## src/rtl/camera_capture_sequencer.sv

```systemverilog
// Camera frame-grab sequencer: ping-pongs captures between two DDR frame buffers,
// publishes the last complete frame to a consumer, and handles timeout/retry and fault recovery.
module camera_capture_sequencer #(
  parameter logic [19:0] BUF0_BASE         = 20'd0,
  parameter logic [19:0] BUF1_BASE         = 20'd76800,
  parameter int unsigned ENABLE_LOW_CYCLES = 16,
  parameter logic [31:0] GRAB_TIMEOUT      = 32'd4000000,
  parameter int unsigned MAX_RETRIES       = 2
) (
  input  logic        clk,
  input  logic        reset,
  input  logic        start,
  input  logic        continuous,
  input  logic        stop,
  input  logic        all_dcms_locked,
  input  logic        camera_present,
  input  logic        grab_done,
  output logic        grab_enable,
  output logic [19:0] data_write_offset,
  output logic        frame_valid,
  output logic [19:0] frame_base,
  input  logic        frame_lock,
  output logic [15:0] frame_count,
  output logic        busy,
  output logic        error,
  output logic [1:0]  error_code
);

  localparam logic [2:0] S_IDLE     = 3'd0;
  localparam logic [2:0] S_ARM      = 3'd1;
  localparam logic [2:0] S_CHECK    = 3'd2;
  localparam logic [2:0] S_GRAB     = 3'd3;
  localparam logic [2:0] S_RELEASE  = 3'd4;
  localparam logic [2:0] S_WAIT_BUF = 3'd5;
  localparam logic [2:0] S_FAULT    = 3'd6;

  localparam logic [1:0] ERR_NONE    = 2'b00;
  localparam logic [1:0] ERR_TIMEOUT = 2'b01;
  localparam logic [1:0] ERR_NO_CAM  = 2'b10;
  localparam logic [1:0] ERR_DCM     = 2'b11;

  localparam logic [31:0] LOW_LAST     = 32'(ENABLE_LOW_CYCLES) - 32'd1;
  localparam logic [31:0] TIMEOUT_LAST = GRAB_TIMEOUT - 32'd1;
  localparam logic [31:0] RETRY_LIMIT  = 32'(MAX_RETRIES);

  logic [2:0]  state_q, state_d;
  logic [31:0] low_cnt_q, low_cnt_d;
  logic [31:0] grab_timer_q, grab_timer_d;
  logic [31:0] retry_cnt_q, retry_cnt_d;
  logic        write_sel_q, write_sel_d;
  logic        stop_hold_q, stop_hold_d;
  logic        grab_enable_q, grab_enable_d;
  logic [19:0] data_write_offset_q, data_write_offset_d;
  logic        frame_valid_q, frame_valid_d;
  logic [19:0] frame_base_q, frame_base_d;
  logic [15:0] frame_count_q, frame_count_d;
  logic        busy_q, busy_d;
  logic        error_q, error_d;
  logic [1:0]  error_code_q, error_code_d;

  logic [19:0] target_base;
  logic        in_busy_state;
  logic        dcm_loss;

  assign target_base   = write_sel_q ? BUF1_BASE : BUF0_BASE;
  assign in_busy_state = (state_q != S_IDLE) && (state_q != S_FAULT);
  assign dcm_loss      = in_busy_state && !all_dcms_locked;

  always_comb begin
    state_d             = state_q;
    low_cnt_d           = low_cnt_q;
    grab_timer_d        = grab_timer_q;
    retry_cnt_d         = retry_cnt_q;
    write_sel_d         = write_sel_q;
    stop_hold_d         = stop_hold_q;
    grab_enable_d       = grab_enable_q;
    data_write_offset_d = data_write_offset_q;
    frame_valid_d       = frame_valid_q;
    frame_base_d        = frame_base_q;
    frame_count_d       = frame_count_q;
    error_d             = error_q;
    error_code_d        = error_code_q;

    // Losing the clocks invalidates whatever the camera is doing, so it overrides done/stop.
    if (dcm_loss) begin
      state_d       = S_FAULT;
      grab_enable_d = 1'b0;
      stop_hold_d   = 1'b0;
      error_d       = 1'b1;
      error_code_d  = ERR_DCM;
    end else begin
      case (state_q)
        S_IDLE: begin
          grab_enable_d = 1'b0;
          if (start && all_dcms_locked) begin
            state_d      = S_ARM;
            low_cnt_d    = 32'd0;
            retry_cnt_d  = 32'd0;
            error_d      = 1'b0;
            error_code_d = ERR_NONE;
          end
        end

        S_ARM: begin
          grab_enable_d = 1'b0;
          if (stop) begin
            state_d = S_IDLE;
          end else if (low_cnt_q == LOW_LAST) begin
            state_d = S_CHECK;
          end else begin
            low_cnt_d = low_cnt_q + 32'd1;
          end
        end

        S_CHECK: begin
          if (stop) begin
            state_d       = S_IDLE;
            grab_enable_d = 1'b0;
          end else if (frame_valid_q && frame_lock && (frame_base_q == target_base)) begin
            state_d = S_WAIT_BUF;
          end else if (!camera_present) begin
            state_d       = S_FAULT;
            grab_enable_d = 1'b0;
            error_d       = 1'b1;
            error_code_d  = ERR_NO_CAM;
          end else begin
            state_d             = S_GRAB;
            data_write_offset_d = target_base;
            grab_enable_d       = 1'b1;
            grab_timer_d        = 32'd0;
          end
        end

        S_WAIT_BUF: begin
          grab_enable_d = 1'b0;
          if (stop) begin
            state_d = S_IDLE;
          end else if (!frame_lock) begin
            state_d = S_CHECK;
          end
        end

        S_GRAB: begin
          grab_timer_d = grab_timer_q + 32'd1;
          if (grab_done) begin
            // A stop arriving with done still publishes; remember it for the release cycle.
            state_d     = S_RELEASE;
            stop_hold_d = stop;
          end else if (stop) begin
            state_d       = S_IDLE;
            grab_enable_d = 1'b0;
          end else if (grab_timer_q == TIMEOUT_LAST) begin
            grab_enable_d = 1'b0;
            if (retry_cnt_q < RETRY_LIMIT) begin
              state_d     = S_ARM;
              retry_cnt_d = retry_cnt_q + 32'd1;
              low_cnt_d   = 32'd0;
            end else begin
              state_d      = S_FAULT;
              error_d      = 1'b1;
              error_code_d = ERR_TIMEOUT;
            end
          end
        end

        S_RELEASE: begin
          grab_enable_d = 1'b0;
          frame_base_d  = data_write_offset_q;
          frame_valid_d = 1'b1;
          frame_count_d = frame_count_q + 16'd1;
          write_sel_d   = !write_sel_q;
          retry_cnt_d   = 32'd0;
          stop_hold_d   = 1'b0;
          if (continuous && !stop && !stop_hold_q) begin
            state_d   = S_ARM;
            low_cnt_d = 32'd0;
          end else begin
            state_d = S_IDLE;
          end
        end

        S_FAULT: begin
          grab_enable_d = 1'b0;
          if (start && all_dcms_locked) begin
            state_d      = S_ARM;
            low_cnt_d    = 32'd0;
            retry_cnt_d  = 32'd0;
            error_d      = 1'b0;
            error_code_d = ERR_NONE;
          end else if (stop) begin
            state_d = S_IDLE;
          end
        end

        default: begin
          state_d       = S_IDLE;
          grab_enable_d = 1'b0;
        end
      endcase
    end

    busy_d = (state_d != S_IDLE) && (state_d != S_FAULT);
  end

  always_ff @(posedge clk) begin
    if (reset) begin
      state_q             <= S_IDLE;
      low_cnt_q           <= 32'd0;
      grab_timer_q        <= 32'd0;
      retry_cnt_q         <= 32'd0;
      write_sel_q         <= 1'b0;
      stop_hold_q         <= 1'b0;
      grab_enable_q       <= 1'b0;
      data_write_offset_q <= BUF0_BASE;
      frame_valid_q       <= 1'b0;
      frame_base_q        <= BUF0_BASE;
      frame_count_q       <= 16'd0;
      busy_q              <= 1'b0;
      error_q             <= 1'b0;
      error_code_q        <= ERR_NONE;
    end else begin
      state_q             <= state_d;
      low_cnt_q           <= low_cnt_d;
      grab_timer_q        <= grab_timer_d;
      retry_cnt_q         <= retry_cnt_d;
      write_sel_q         <= write_sel_d;
      stop_hold_q         <= stop_hold_d;
      grab_enable_q       <= grab_enable_d;
      data_write_offset_q <= data_write_offset_d;
      frame_valid_q       <= frame_valid_d;
      frame_base_q        <= frame_base_d;
      frame_count_q       <= frame_count_d;
      busy_q              <= busy_d;
      error_q             <= error_d;
      error_code_q        <= error_code_d;
    end
  end

  assign grab_enable       = grab_enable_q;
  assign data_write_offset = data_write_offset_q;
  assign frame_valid       = frame_valid_q;
  assign frame_base        = frame_base_q;
  assign frame_count       = frame_count_q;
  assign busy              = busy_q;
  assign error             = error_q;
  assign error_code        = error_code_q;

endmodule
```

## config.mk

```make
export PLATFORM = sky130hd
export DESIGN_NAME = camera_capture_sequencer
export DESIGN_NICKNAME = d
export VERILOG_FILES = /design/src/rtl/camera_capture_sequencer.sv
export SDC_FILE = /design/constraint.sdc
export NUM_CORES = 1
export LEC_CHECK = 0
export CAP_MARGIN = 20
export CELL_PAD_IN_SITES_DETAIL_PLACEMENT = 1
export CELL_PAD_IN_SITES_GLOBAL_PLACEMENT = 1
export CORE_MARGIN = 2
export CORE_UTILIZATION = 40
export DETAILED_ROUTE_END_ITERATION = 7
export PLACE_DENSITY_LB_ADDON = 0.1
export SLEW_MARGIN = 20
export SYNTH_ARGS = -nofsm -noshare
export SYNTH_HDL_FRONTEND = slang
export SYNTH_SLANG_ARGS = --single-unit
```

## constraint.sdc

```tcl
create_clock -name clk -period 3.5 [get_ports clk]
set_input_delay 0.7 -clock clk [delete_from_list [all_inputs] [get_ports clk]]
set_output_delay 0.7 -clock clk [all_outputs]
set_load 0.03 [all_outputs]
```

**Word level (Yosys, flattened, before mapping)**

Cells that the tools add are included.

- Register bits: 163
- Input bits: 9
- Output and inout port bits: 62
- Logic and storage cells: 150

- Add/sub/neg operators: 4
- Order comparisons: 1
- Equal/unequal tests: 33
- Mux-type cells: 65
- Bitwise operators: 3
- Reductions and logical operators: 30

Operators with widths:

| operator | number |
|---|---|
| 2-to-1 mux 32 bit | 15 |
| case mux 32 bit (4 select lines) | 1 |
| adder 32 x 1 -> 32 bit, second input constant | 3 |
| case mux 32 bit (3 select lines) | 1 |
| case mux 32 bit (2 select lines) | 1 |
| 2-to-1 mux 3 bit | 15 |
| != test 3 bit, second input constant | 11 |
| equality test 32 x 22 -> 1 bit, second input constant | 1 |
| equality test 32 x 4 -> 1 bit, second input constant | 1 |
| < comparator 32 x 2 -> 1 bit, second input constant | 1 |
| != test 2 bit, second input constant | 11 |
| case mux 3 bit (7 select lines) | 1 |
| equality test 20 x 17 -> 1 bit | 1 |
| 2-to-1 mux 2 bit | 9 |
| 2-to-1 mux 1 bit | 17 |
| 2-to-1 mux 17 bit | 1 |
| adder 16 x 1 -> 16 bit, second input constant | 1 |
| AND reduction 10 bit | 1 |
| AND reduction 5 bit | 2 |
| equality test 3 bit, second input constant | 3 |
| AND reduction 9 bit | 1 |
| nonzero test 3 bit | 3 |
| logical AND 1 bit | 8 |
| nonzero test 4 bit | 2 |
| 15 further kinds | 25 |

**Depth between registers and ports, before layout**

- Depth after elaboration: 9
- Depth in mapped cells: 10
- Mapped depth without buffers: 7

**Worst setup path before layout**

No wires, ideal clock.

- Path kind: input port to flip-flop
- Start: input port stop
- End: register grab_timer_q[25]
- Setup time: 128 ps
- Arrival time: 2380 ps
- Data required time: 3372 ps
- Setup slack: 992 ps
- Cell stages on the path: 7
- Buffers on the path: 1
- Path through: or3b_1 a311oi_2 o2111ai_1 buf_2 nor4_1 xnor2_1 nor2_1

- Cells in the longest elaborated chain, start to end: 2

RTL lines:

| item | line | RTL |
|---|---|---|
| from (decl) | 14 | `input logic stop,` |
| != test 2 bit (no line) | n/a |  |
| AND reduction 5 bit (no line) | n/a |  |
| to (signal assigned) | 224 | `grab_timer_q <= grab_timer_d;` |
| to (decl) | 48 | `logic [31:0] grab_timer_q, grab_timer_d;` |

No other way between the ends.
A chain may end at the register's enable or synchronous reset.

**Worst setup path after layout**

- Start: register grab_timer_q[13]
- End: register low_cnt_q[19]

- Cells in the longest elaborated chain, start to end: 3

RTL lines:

| item | line | RTL |
|---|---|---|
| equality test 32 x 22 -> 1 bit | 152 | `end else if (grab_timer_q == TIMEOUT_LAST) begin` |
| != test 2 bit (no line) | n/a |  |
| AND reduction 10 bit (no line) | n/a |  |
| to (signal assigned) | 223 | `low_cnt_q <= low_cnt_d;` |
| to (decl) | 47 | `logic [31:0] low_cnt_q, low_cnt_d;` |

No other way between the ends.

==> impl_metrics.tcl <==
set metrics [dict create \
    path_class "reg2reg" \
    hold_buffers 0 \
    setup.worst_path.start_class "register" \
    cts_root_buf "clkbuf_16" \
    tightestPinTransition_ns 0.7568 \
    drive_above_1_share_pct 7.614 \
    path_max_fanout 19 \
    synthArstFlopShare_pct 0 \
    h-tree-depth 4 \
    cts_setup_buffers 0 \
    crit_chain "or4_1 -> nor4_2 -> and4bb_4 -> o211ai_2 -> or4_1 -> a21oi_1" \
    leakagePower_nw 2.458 \
    grt_overflow 0 \
    finalPower_mw 3.784 \
    multiInputGateArea_um2 3358 \
    outcome "finished clean" \
    start_util_pct 40.92 \
    synth_area_leaders "dfxtp_1 (40%), nor2_1 (5.5%), xnor2_1 (4.6%), buf_4 (4.6%), a21oi_1 (3.6%)" \
    ys_warn_count 0 \
    drt-initial-drc-count 256 \
    ctsResizeCount 0 \
    slew_viol_final 0 \
    place_congestion 0.7928 \
    synth_cells 744 \
    place_ws_ns 0.3366 \
    busiest_layer "met2" \
    critPathRequiredTime_ns 3.85 \
    cp-end-kind "register" \
    portBuffers 38 \
    vias_per_cell 5.525 \
    power.density_nw_per_um2 522.9 \
    syn2layout_area_growth_pct 16.31 \
    max_freq_mhz 348.7 \
    grt_max_degree 33 \
    worst_slack_ns 0.6321 \
    hpwl_mm 11.36 \
    num_io_pins 71 \
    netlist_area_um2 6221 \
    grt_pass1_vias 5556 \
    numClockSinks 125 \
    routedWlPerCell_um 16.55 \
    dieArea_um2 16570 \
    ys_types 64 \
    die_w_um 128.7 \
    routed_wl_mm 16.15 \
    cts.reportedPaths.clkPinSlew_ns 0.06 \
    rsz0062_at_grt "false" \
    min_path_type "reg2reg" \
    synth_top_area_share_pct 40.23 \
    clkLatencyLatePin_ns 0.42 \
    cts_buffer_depth 2 \
    drcViolationCount 0 \
    synth_largest_area_cell "dfxtp_1" \
    period_share_pct 81.94 \
    fillers 1790 \
    rows 45 \
    gr-usage-all-layers_pct 20.69 \
    first_pass_iters 4 \
    min_period_ns 2.868 \
    antenna_found_initial 0 \
    antenna_left 0 \
    grt_util_met1_pct 26.03 \
    cpMostUsedCell "or4_1" \
    skew_ns 0.009648 \
    grt_pass1_wl_mm 27.40 \
    setup-tns-final_ns 0 \
    synth_edf_count 0 \
    diodes 0 \
    cts_buffers 17 \
    syn_area_per_cell_um2 8.362 \
    cap_viol_max_count 0 \
    synthFlopType "dfxtp_1" \
    met3_usage_pct 5.447 \
    vias 5392 \
    arrival_ns 3.22 \
    coreArea_um2 15200 \
    crit_slowest_cell "or4_1" \
    seqCellArea_um2 2502 \
    nets 790 \
    hold_violations 0 \
    yosysSeqAreaShare_pct 40.23 \
    die_h_um 128.7 \
    cts_tree "yes" \
    irDropWorstVdd_mv 0.3648 \
    yosys_register_bits 125 \
    grtUsageMet2_pct 34.77 \
    slowest_delay_ns 0.57 \
    setup_viol 0 \
    max_slew_margin_pct 49.48 \
]
-- cell families (layout without fill, tap and decap cells) --
logic type                 count (synthesis)  in the layout  synth area share (%)
adders and majority gates                  4              4                0.8045
muxes                                      4              4                0.6436
and+or+nand+nor                          350            350                 30.55
other                                      1             32               0.06028
xor gates and xnor gates                  50             50                 7.039
DFF                                      125            125                 40.23
buffers and inverters                     86             99                 7.763
AOI/OAI and AO/OA                        124            124                 12.91
-- per-stage QoR --
step | cells | hold slack [ns] | utilization [%] | area, µm²
after floorplan | 775 | 0.4302 | - | 6337
after global placement | 946 | 0.4428 | 43.71 | 6645
after detailed placement | 946 | 0.4490 | 43.71 | 6645
after CTS | 976 | 0.4636 | 47.60 | 7236
after global routing | 976 | 0.4753 | 47.60 | 7236
final | 976 | 0.4595 | 47.60 | 7236
-- final timing paths --
| path | startpoint | endpoint | slack (ns) | depth (start not counted) |
|---|---|---|---|---|
| worst max-delay path | grab_timer_q[13] | low_cnt_q[19] | 0.63 | 6 |
| worst min-delay path | retry_cnt_q[22] | retry_cnt_q[22] | 0.46 | 1 |
| worst max register to register | grab_timer_q[13] | low_cnt_q[19] | 0.63 | 6 |
| worst min register to register | retry_cnt_q[22] | retry_cnt_q[22] | 0.46 | 1 |
-- report_power, final --
group,internal [mW],switching (mW),leakage (nW)
logic,0.157,0.328,1.16
registers,1.46,0.0527,1.01
clock network,1.16,0.626,0.289
-- per-layer routing --
| metal | share of wire [%] | routed length (µm) |
|---|---|---|
| met2 | 48 | 7810 |
| met5 | 0 | 0 |
| met1 | 48 | 7732 |
| met3 | 2.6 | 419 |
| met4 | 1.2 | 191 |
-- synthesized netlist by cell type, types with 6 or more instances --
cell type / n
and2_1: 23
xor2_1: 17
nand2b_1: 7
nor4_1: 29
o21ai_0: 28
or4_1: 10
a21oi_1: 45
nor2_1: 91
dfxtp_1: 125
xnor2_1: 33
nor3_1: 23
nand3_1: 28
nand2_1: 37
nand4_1: 29
a31oi_1: 10
clkbuf_1: 20
and3_1: 18
buf_2: 8
nor2b_1: 6
o31ai_1: 9
buf_4: 38
inv_1: 17
or3_1: 25
-- registers in the layout (all words and copies together), names as in the netlist, 2 cells and up --
| signal | count |
|---|---|
| grab_timer_q | 32 |
| retry_cnt_q | 32 |
| state_q | 3 |
| error_code | 2 |
| low_cnt_q | 32 |
| frame_count | 16 |
-- layout by cell type, fill, tap and decap left out, types with 3 or more instances in the layout --
master,netlist,layout
dfxtp_1,125,125
nor2_1,91,91
a21oi_1,45,45
clkdlybuf4s50_1,0,38
nand2_1,37,37
xnor2_1,33,33
conb_1,1,32
nor4_1,29,29
nand4_1,29,29
nand3_1,28,28
o21ai_0,28,28
or3_1,25,25
nor3_1,23,23
and2_1,23,23
and3_1,18,18
xor2_1,17,17
inv_1,17,17
clkbuf_16,0,17
buf_4,38,14
or4_1,10,10
a31oi_1,10,10
o31ai_1,9,9
nand2b_1,7,7
nor2b_1,6,6
or2_2,5,5
mux2i_1,4,4
o2111ai_1,4,4
a41oi_1,4,4
ha_1,4,4
a311oi_1,3,3
and4_1,3,3
clkinv_2,0,3
bufinv_16,0,3
clkbuf_8,0,3
clkbuf_1,20,3
-- final cells by class --
class                           count  area share [%]
Sequential cell                   125           34.58
Clock inverter                      7           1.556
Multi-Input combinational cell    564           46.41
Timing Repair Buffer               52           6.709
Tap cell                          188           3.251
Inverter                           17          0.8819
Clock buffer                       23           6.606
-- worst max-delay path, delay by kind of cell, from the launching register on --
family / cells / cell delay [ns]
simple gates: 4 / 1.92
flops: 1 / 0.36
compound gates: 2 / 0.49
Power figures use the tool's default switching activity.
